$ cat config.mk
export PLATFORM = sky130hd
export DESIGN_NAME = icache_refill_ctrl_flat
export DESIGN_NICKNAME = d
export VERILOG_FILES = /design/src/rtl/icache_refill_ctrl_if.sv /design/src/rtl/icache_refill_ctrl.sv /design/src/flat_wrapper.sv
export SDC_FILE = /design/constraint.sdc
export NUM_CORES = 1
export LEC_CHECK = 0
export ABC_AREA = 1
export CAP_MARGIN = 20
export CORE_ASPECT_RATIO = 0.9
export CORE_MARGIN = 8
export CORE_UTILIZATION = 33
export DETAILED_ROUTE_END_ITERATION = 16
export HOLD_SLACK_MARGIN = 0.03
export PLACE_DENSITY_LB_ADDON = 0.12
export SKIP_CTS_REPAIR_TIMING = 1
export SYNTH_ARGS = -nofsm -noshare
export SYNTH_HDL_FRONTEND = slang
export SYNTH_SLANG_ARGS = --single-unit
$ cat constraint.sdc
create_clock -name clk -period 1.5 [get_ports clk]
set_input_delay 0.3 -clock clk [delete_from_list [all_inputs] [get_ports clk]]
set_output_delay 0.3 -clock clk [all_outputs]
set_load 0.02 [all_outputs]
$ cat src/rtl/icache_refill_ctrl_if.sv
`default_nettype none
// ============================================================================
// Module   : icache_refill_ctrl_if
// Purpose  : Miss-request, AXI AR/R and return-buffer signals of the refill
//            controller; master = controller side, slave = environment side.
// Revision : 1.0  initial release
// ============================================================================
interface icache_refill_ctrl_if #(
    parameter int ADDR_W = 32,
    parameter int DATA_W = 32
);
    logic              miss_req;
    logic [ADDR_W-1:0] miss_addr;
    logic              miss_uncache;
    logic              miss_ready;
    logic              arvalid;
    logic [ADDR_W-1:0] araddr;
    logic [7:0]        arlen;
    logic [2:0]        arsize;
    logic [1:0]        arburst;
    logic              arready;
    logic              rvalid;
    logic              rlast;
    logic [DATA_W-1:0] rdata;
    logic [1:0]        rresp;
    logic              rready;
    logic              beat_valid;
    logic              beat_last;
    logic [DATA_W-1:0] beat_data;
    logic [1:0]        offset;
    logic              uncache_pipe;
    logic              refill_done;
    logic              refill_err;
    logic              busy;

    modport master (
        input  miss_req, miss_addr, miss_uncache, arready,
               rvalid, rlast, rdata, rresp,
        output miss_ready, arvalid, araddr, arlen, arsize, arburst, rready,
               beat_valid, beat_last, beat_data, offset, uncache_pipe,
               refill_done, refill_err, busy
    );

    modport slave (
        output miss_req, miss_addr, miss_uncache, arready,
               rvalid, rlast, rdata, rresp,
        input  miss_ready, arvalid, araddr, arlen, arsize, arburst, rready,
               beat_valid, beat_last, beat_data, offset, uncache_pipe,
               refill_done, refill_err, busy
    );
endinterface
`default_nettype wire

$ cat src/rtl/icache_refill_ctrl.sv
`default_nettype none
// ============================================================================
// Module   : icache_refill_ctrl
// Purpose  : ICache miss refill controller (AXI AR + R beats -> return buffer).
//            Optional macro RLAST_CHECK_EN: terminate on beat count, flag rlast
//            disagreement as an error.
// Revision : 1.0  initial release
// ============================================================================
module icache_refill_ctrl #(
    parameter int ADDR_W = 32,
    parameter int DATA_W = 32
) (
    input  wire logic            clk,
    input  wire logic            rstn,
    icache_refill_ctrl_if.master bus
);
    typedef enum logic [1:0] {
        S_IDLE = 2'd0,
        S_AR   = 2'd1,
        S_R    = 2'd2,
        S_DONE = 2'd3
    } state_t;

    state_t            r_state;
    state_t            w_next;
    logic [ADDR_W-1:0] r_araddr;
    logic [7:0]        r_arlen;
    logic [1:0]        r_offset;
    logic [1:0]        r_cnt;
    logic              r_uncache;
    logic              r_err;

    logic              w_accept;
    logic              w_beat;
    logic              w_exp_last;
    logic              w_last;
    logic              w_beat_err;
    logic              w_miss_ready;
    logic              w_arvalid;
    logic              w_rready;
    logic              w_done;
    logic              w_unused_ok;

    assign w_accept   = (r_state == S_IDLE) & bus.miss_req;
    assign w_beat     = (r_state == S_R) & bus.rvalid;
    assign w_exp_last = (r_cnt == r_arlen[1:0]);

`ifdef RLAST_CHECK_EN
    // Length is owned by the counter; rlast only serves as a consistency check.
    assign w_last     = w_exp_last;
    assign w_beat_err = (bus.rresp != 2'b00) | (bus.rlast != w_exp_last);
`else
    assign w_last     = bus.rlast;
    assign w_beat_err = (bus.rresp != 2'b00);
`endif

    assign w_unused_ok = ^{bus.miss_addr[1:0], w_exp_last};

    always_ff @(posedge clk or negedge rstn) begin
        if (!rstn) begin
            r_state <= S_IDLE;
        end else begin
            r_state <= w_next;
        end
    end

    always_comb begin
        w_next       = r_state;
        w_miss_ready = 1'b0;
        w_arvalid    = 1'b0;
        w_rready     = 1'b0;
        w_done       = 1'b0;
        case (r_state)
            S_IDLE: begin
                w_miss_ready = rstn;
                if (bus.miss_req) w_next = S_AR;
            end
            S_AR: begin
                w_arvalid = 1'b1;
                if (bus.arready) w_next = S_R;
            end
            S_R: begin
                w_rready = 1'b1;
                if (w_beat && w_last) w_next = S_DONE;
            end
            S_DONE: begin
                w_done = 1'b1;
                w_next = S_IDLE;
            end
            default: w_next = S_IDLE;
        endcase
    end

    always_ff @(posedge clk or negedge rstn) begin
        if (!rstn) begin
            r_araddr  <= '0;
            r_arlen   <= 8'd0;
            r_offset  <= 2'd0;
            r_cnt     <= 2'd0;
            r_uncache <= 1'b0;
            r_err     <= 1'b0;
        end else begin
            if (w_accept) begin
                // Uncached fetches are 2-word aligned, lines are 4-word aligned.
                r_araddr  <= bus.miss_uncache ? {bus.miss_addr[ADDR_W-1:3], 3'b000}
                                              : {bus.miss_addr[ADDR_W-1:4], 4'b0000};
                r_arlen   <= bus.miss_uncache ? 8'd1 : 8'd3;
                r_offset  <= bus.miss_addr[3:2];
                r_uncache <= bus.miss_uncache;
                r_cnt     <= 2'd0;
                r_err     <= 1'b0;
            end
            if (w_beat) begin
                r_cnt <= r_cnt + 2'd1;
                if (w_beat_err) r_err <= 1'b1;
            end
        end
    end

    assign bus.miss_ready   = w_miss_ready;
    assign bus.arvalid      = w_arvalid;
    assign bus.araddr       = r_araddr;
    assign bus.arlen        = r_arlen;
    assign bus.arsize       = 3'b010;
    assign bus.arburst      = 2'b01;
    assign bus.rready       = w_rready;
    assign bus.beat_valid   = w_beat;
    assign bus.beat_last    = w_beat & w_last;
    assign bus.beat_data    = w_beat ? bus.rdata : {DATA_W{1'b0}};
    assign bus.offset       = r_offset;
    assign bus.uncache_pipe = r_uncache;
    assign bus.refill_done  = w_done;
    assign bus.refill_err   = w_done & r_err;
    assign bus.busy         = (r_state != S_IDLE);
endmodule
`default_nettype wire

$ cat src/flat_wrapper.sv
// flat-port wrapper written by rule: the top's interface ports become plain ports
module icache_refill_ctrl_flat 
#(
    parameter int ADDR_W = 32,
    parameter int DATA_W = 32
)
  (clk, rstn, bus_miss_req, bus_miss_addr, bus_miss_uncache, bus_arready, bus_rvalid, bus_rlast, bus_rdata, bus_rresp, bus_miss_ready, bus_arvalid, bus_araddr, bus_arlen, bus_arsize, bus_arburst, bus_rready, bus_beat_valid, bus_beat_last, bus_beat_data, bus_offset, bus_uncache_pipe, bus_refill_done, bus_refill_err, bus_busy);
  icache_refill_ctrl_if #(.ADDR_W(ADDR_W), .DATA_W(DATA_W)) bus_i ();
  input  wire logic clk;
  input  wire logic rstn;
  input wire logic [$bits(bus_i.miss_req)-1:0] bus_miss_req;
  input wire logic [$bits(bus_i.miss_addr)-1:0] bus_miss_addr;
  input wire logic [$bits(bus_i.miss_uncache)-1:0] bus_miss_uncache;
  input wire logic [$bits(bus_i.arready)-1:0] bus_arready;
  input wire logic [$bits(bus_i.rvalid)-1:0] bus_rvalid;
  input wire logic [$bits(bus_i.rlast)-1:0] bus_rlast;
  input wire logic [$bits(bus_i.rdata)-1:0] bus_rdata;
  input wire logic [$bits(bus_i.rresp)-1:0] bus_rresp;
  output wire logic [$bits(bus_i.miss_ready)-1:0] bus_miss_ready;
  output wire logic [$bits(bus_i.arvalid)-1:0] bus_arvalid;
  output wire logic [$bits(bus_i.araddr)-1:0] bus_araddr;
  output wire logic [$bits(bus_i.arlen)-1:0] bus_arlen;
  output wire logic [$bits(bus_i.arsize)-1:0] bus_arsize;
  output wire logic [$bits(bus_i.arburst)-1:0] bus_arburst;
  output wire logic [$bits(bus_i.rready)-1:0] bus_rready;
  output wire logic [$bits(bus_i.beat_valid)-1:0] bus_beat_valid;
  output wire logic [$bits(bus_i.beat_last)-1:0] bus_beat_last;
  output wire logic [$bits(bus_i.beat_data)-1:0] bus_beat_data;
  output wire logic [$bits(bus_i.offset)-1:0] bus_offset;
  output wire logic [$bits(bus_i.uncache_pipe)-1:0] bus_uncache_pipe;
  output wire logic [$bits(bus_i.refill_done)-1:0] bus_refill_done;
  output wire logic [$bits(bus_i.refill_err)-1:0] bus_refill_err;
  output wire logic [$bits(bus_i.busy)-1:0] bus_busy;
  assign bus_i.miss_req = bus_miss_req;
  assign bus_i.miss_addr = bus_miss_addr;
  assign bus_i.miss_uncache = bus_miss_uncache;
  assign bus_i.arready = bus_arready;
  assign bus_i.rvalid = bus_rvalid;
  assign bus_i.rlast = bus_rlast;
  assign bus_i.rdata = bus_rdata;
  assign bus_i.rresp = bus_rresp;
  assign bus_miss_ready = bus_i.miss_ready;
  assign bus_arvalid = bus_i.arvalid;
  assign bus_araddr = bus_i.araddr;
  assign bus_arlen = bus_i.arlen;
  assign bus_arsize = bus_i.arsize;
  assign bus_arburst = bus_i.arburst;
  assign bus_rready = bus_i.rready;
  assign bus_beat_valid = bus_i.beat_valid;
  assign bus_beat_last = bus_i.beat_last;
  assign bus_beat_data = bus_i.beat_data;
  assign bus_offset = bus_i.offset;
  assign bus_uncache_pipe = bus_i.uncache_pipe;
  assign bus_refill_done = bus_i.refill_done;
  assign bus_refill_err = bus_i.refill_err;
  assign bus_busy = bus_i.busy;
  icache_refill_ctrl #(.ADDR_W(ADDR_W), .DATA_W(DATA_W)) u_core (.clk(clk), .rstn(rstn), .bus(bus_i));
endmodule
==> impl_results.md <==
- Initial DRT Pass Iterations: 4
- Area Overhead vs Synth: 113%
- Reg2reg start: u_core.r_state[1]
- WS Path Type: register to output port
- PortBufs: 144
- Final hold vios: 0
- Finished layout cell area: 4160 um2
- Worst reg2reg path endpoint: u_core.bus.araddr[28]
- Setup ws final: -0.205 ns
- CP Capture Type: output port
- Number of nets in the layout: 504
- First-pass GRT wire length: ~11 mm
- P_int: 4000 uW
- Clk slew on worst S/H paths: 0.07 ns
- CTS Root Cell: clkbuf_8
- Initial antenna violation count: 0
- GR Util All Layers: 15.4%
- Num CTS Buffers: 5
- Vias per cell: 4.25
- I/O pin cnt: 161
- Ys Warns: 0
- Core Rows: 26
- DR vias: 2112
- Syn avg cell area: roughly 7.4 um2
- Switching share of total power: 41.9%
- Commonest cells after routing, fill and taps aside: 98 x nand2_1, 68 x clkdlybuf4s50_1, 38 x inv_1
- Initial Util: 34.3%
- Clock power frac: 13.0%
- Worst Setup SP: u_core.r_state[0]
- CP Launch Type: register
- RSZ-0062 raised after global routing: yes
- Clock skew: 0.00869 ns
- Sequential Power Share: about a quarter
- Worst skew pair latency: 0.28 ns
- Routed WL: 7.74 mm
- Failing checks: negative setup slack
- DP HPWL: 5.65 mm
- Clock Path Buffers: 2
- Reg2Reg Setup Slack: 0.02 ns
- Combinational power share: 62.4%
- Largest area contributor in the netlist: dfrtp_1
- Syn Std Cell Area: 1950 um2
- Status: finished, violations left
- Die width: 97.1 um
- Peak VDD IR: around 0.0011 V
- Hold/Removal Path Class: input pin to async pin
- Synth area leaders: dfrtp_1 47%, nand2_1 19%, inv_1 8.3%, nor2_1 6.5%, buf_4 5.4%
- Worst EP required: between 1 and 1.5 ns
- Max Slew Vio Count: 0
- Cell Pwr Density: 1650 nW/um2
- CTS tree: built
- H-tree Lvls: 2
- Final setup vio count: 40
- Arrival time of the worst setup path: 1.41 ns
- Netlist cell types: 17
- Lkg Pwr: 0.00246 uW
- Drt initial violations: 41
- Layout cells sized above 1: 30.2%
- Antenna Cells: 0
- Period minus WS final: between 1.5 and 2 ns
- Total grt overflow: 0
- Vias in the first global route: between 2000 and 2500
- NetSw: 2880 uW
- Pre-CTS WS: -0.639 ns
- DRC: 0
- Most common cell after layout, fill and taps aside: nand2_1
- CP Capture Point: bus_beat_data[26]
- Crit path max fanout: 6
- Yosys reg bits: 37
- Max Cap Viol: 0
- Placer Congestion: approximately 0.72
- Post-DP Area: 3730 um2
- Core area: 5690 um2
- Drt wl/cell: 15.6 um
- Area share of the largest cell type after synthesis: 47.4%
- Period utilisation layout: 114%
- Largest net degree at the start of global routing: 38
- Remaining antenna violation count: 0
- Achievable Freq: 0.586 GHz
- Mapped Cells: between 200 and 300
- Post-synthesis sequential area ratio: 47.4%
- CTS Sinks: 37
- Full die area: 8640 um2
- R2R cell count: 9
- Die Height: 89.0 um
-- registers in the layout, indices dropped and copies added, names as in the netlist --
register / flops
u_core.bus.araddr: 29
u_core.bus.arlen: 2
u_core.bus.offset: 2
u_core.r_state: 2
u_core.bus.uncache_pipe: 1
u_core.r_err: 1
-- stage by stage --
stage	setup TNS, ns	std cells	hold slack, ns	utilization (%)	power (uW)
final	-6.60	497	0.149	73.1	6880
after floorplan	0	275	0.00441	-	3820
after detailed placement	-22.34	482	0.464	65.6	5680
after CTS	-31.55	490	0.150	67.7	6620
after global placement	-21.41	482	0.453	65.6	5620
after global routing	-10.56	497	0.190	73.1	7340
-- critical path, stage by stage, from the launching register on --
cell and delay, ns:
dfrtp_1 0.38, inv_2 0.08, ha_4 0.17, nand2_8 0.08, clkbuf_16 0.19, nor2_4 0.09, buf_6 0.12
-- power groups by stage --
stage | clock network [uW] | registers (uW) | logic (uW)
floorplan | 0 | 2240 | 1590
finish | 893 | 1690 | 4290
detailed placement | 0 | 1710 | 3970
CTS | 925 | 1700 | 3990
global route | 963 | 1760 | 4620
global placement | 0 | 1700 | 3910
-- worst min-delay path by stage --
stage	from	to	slack, ns	cells past startpoint
4_1_cts	rstn	u_core.r_err	0.15	2
3_3_place_gp	u_core.bus.arlen[0]	u_core.bus.arlen[0]	0.45	1
6_report	rstn	u_core.bus.arlen[0]	0.15	2
5_1_grt	rstn	u_core.bus.araddr[20]	0.19	2
2_1_floorplan	rstn	u_core.bus.araddr[10]	0.004	0
3_5_place_dp	u_core.bus.araddr[13]	u_core.bus.araddr[13]	0.46	2
-- Yosys cell counts --
cell type and instances:
buf_4 14, or2_2 2, o21a_1 1, nor2_1 34, inv_1 43, buf_2 6, buf_6 2, nand2_1 100
dfrtp_1 37, nand2_2 11, ha_1 5, a21oi_1 1, o21ai_0 2, inv_4 1, nand3_1 1, buf_12 1
conb_1 2
-- area by class of cell --
class	count	area, um2
repair buffers	167	1830
fillers	453	1530
multi-input cells	171	1030
flip-flops and latches	37	926
inverters	44	170
well taps	70	87.6
clock buffers	6	82.6
clock inverters	2	37.5
-- logic make-up after synthesis --
family / after synthesis / synth area share [%]
buffers and inverters: 67 / 17.7
other: 2 / 0.385
AOI/OAI and AO/OA: 4 / 1.15
DFF: 37 / 47.4
and+or+nand+nor: 148 / 30.2
adders and majority gates: 5 / 3.20
-- metal layers --
layer / part of all wire [%] / track usage [%] / vias up
li1: - / - / 1047
met1: 39 / 17.7 / 988
met2: 53 / 27.5 / 69
met3: 5.9 / 4.25 / 8
met4: 1.7 / 4.46 / 0
met5: 0 / 0 / -
No activity file was read; power rests on OpenSTA's default activity.
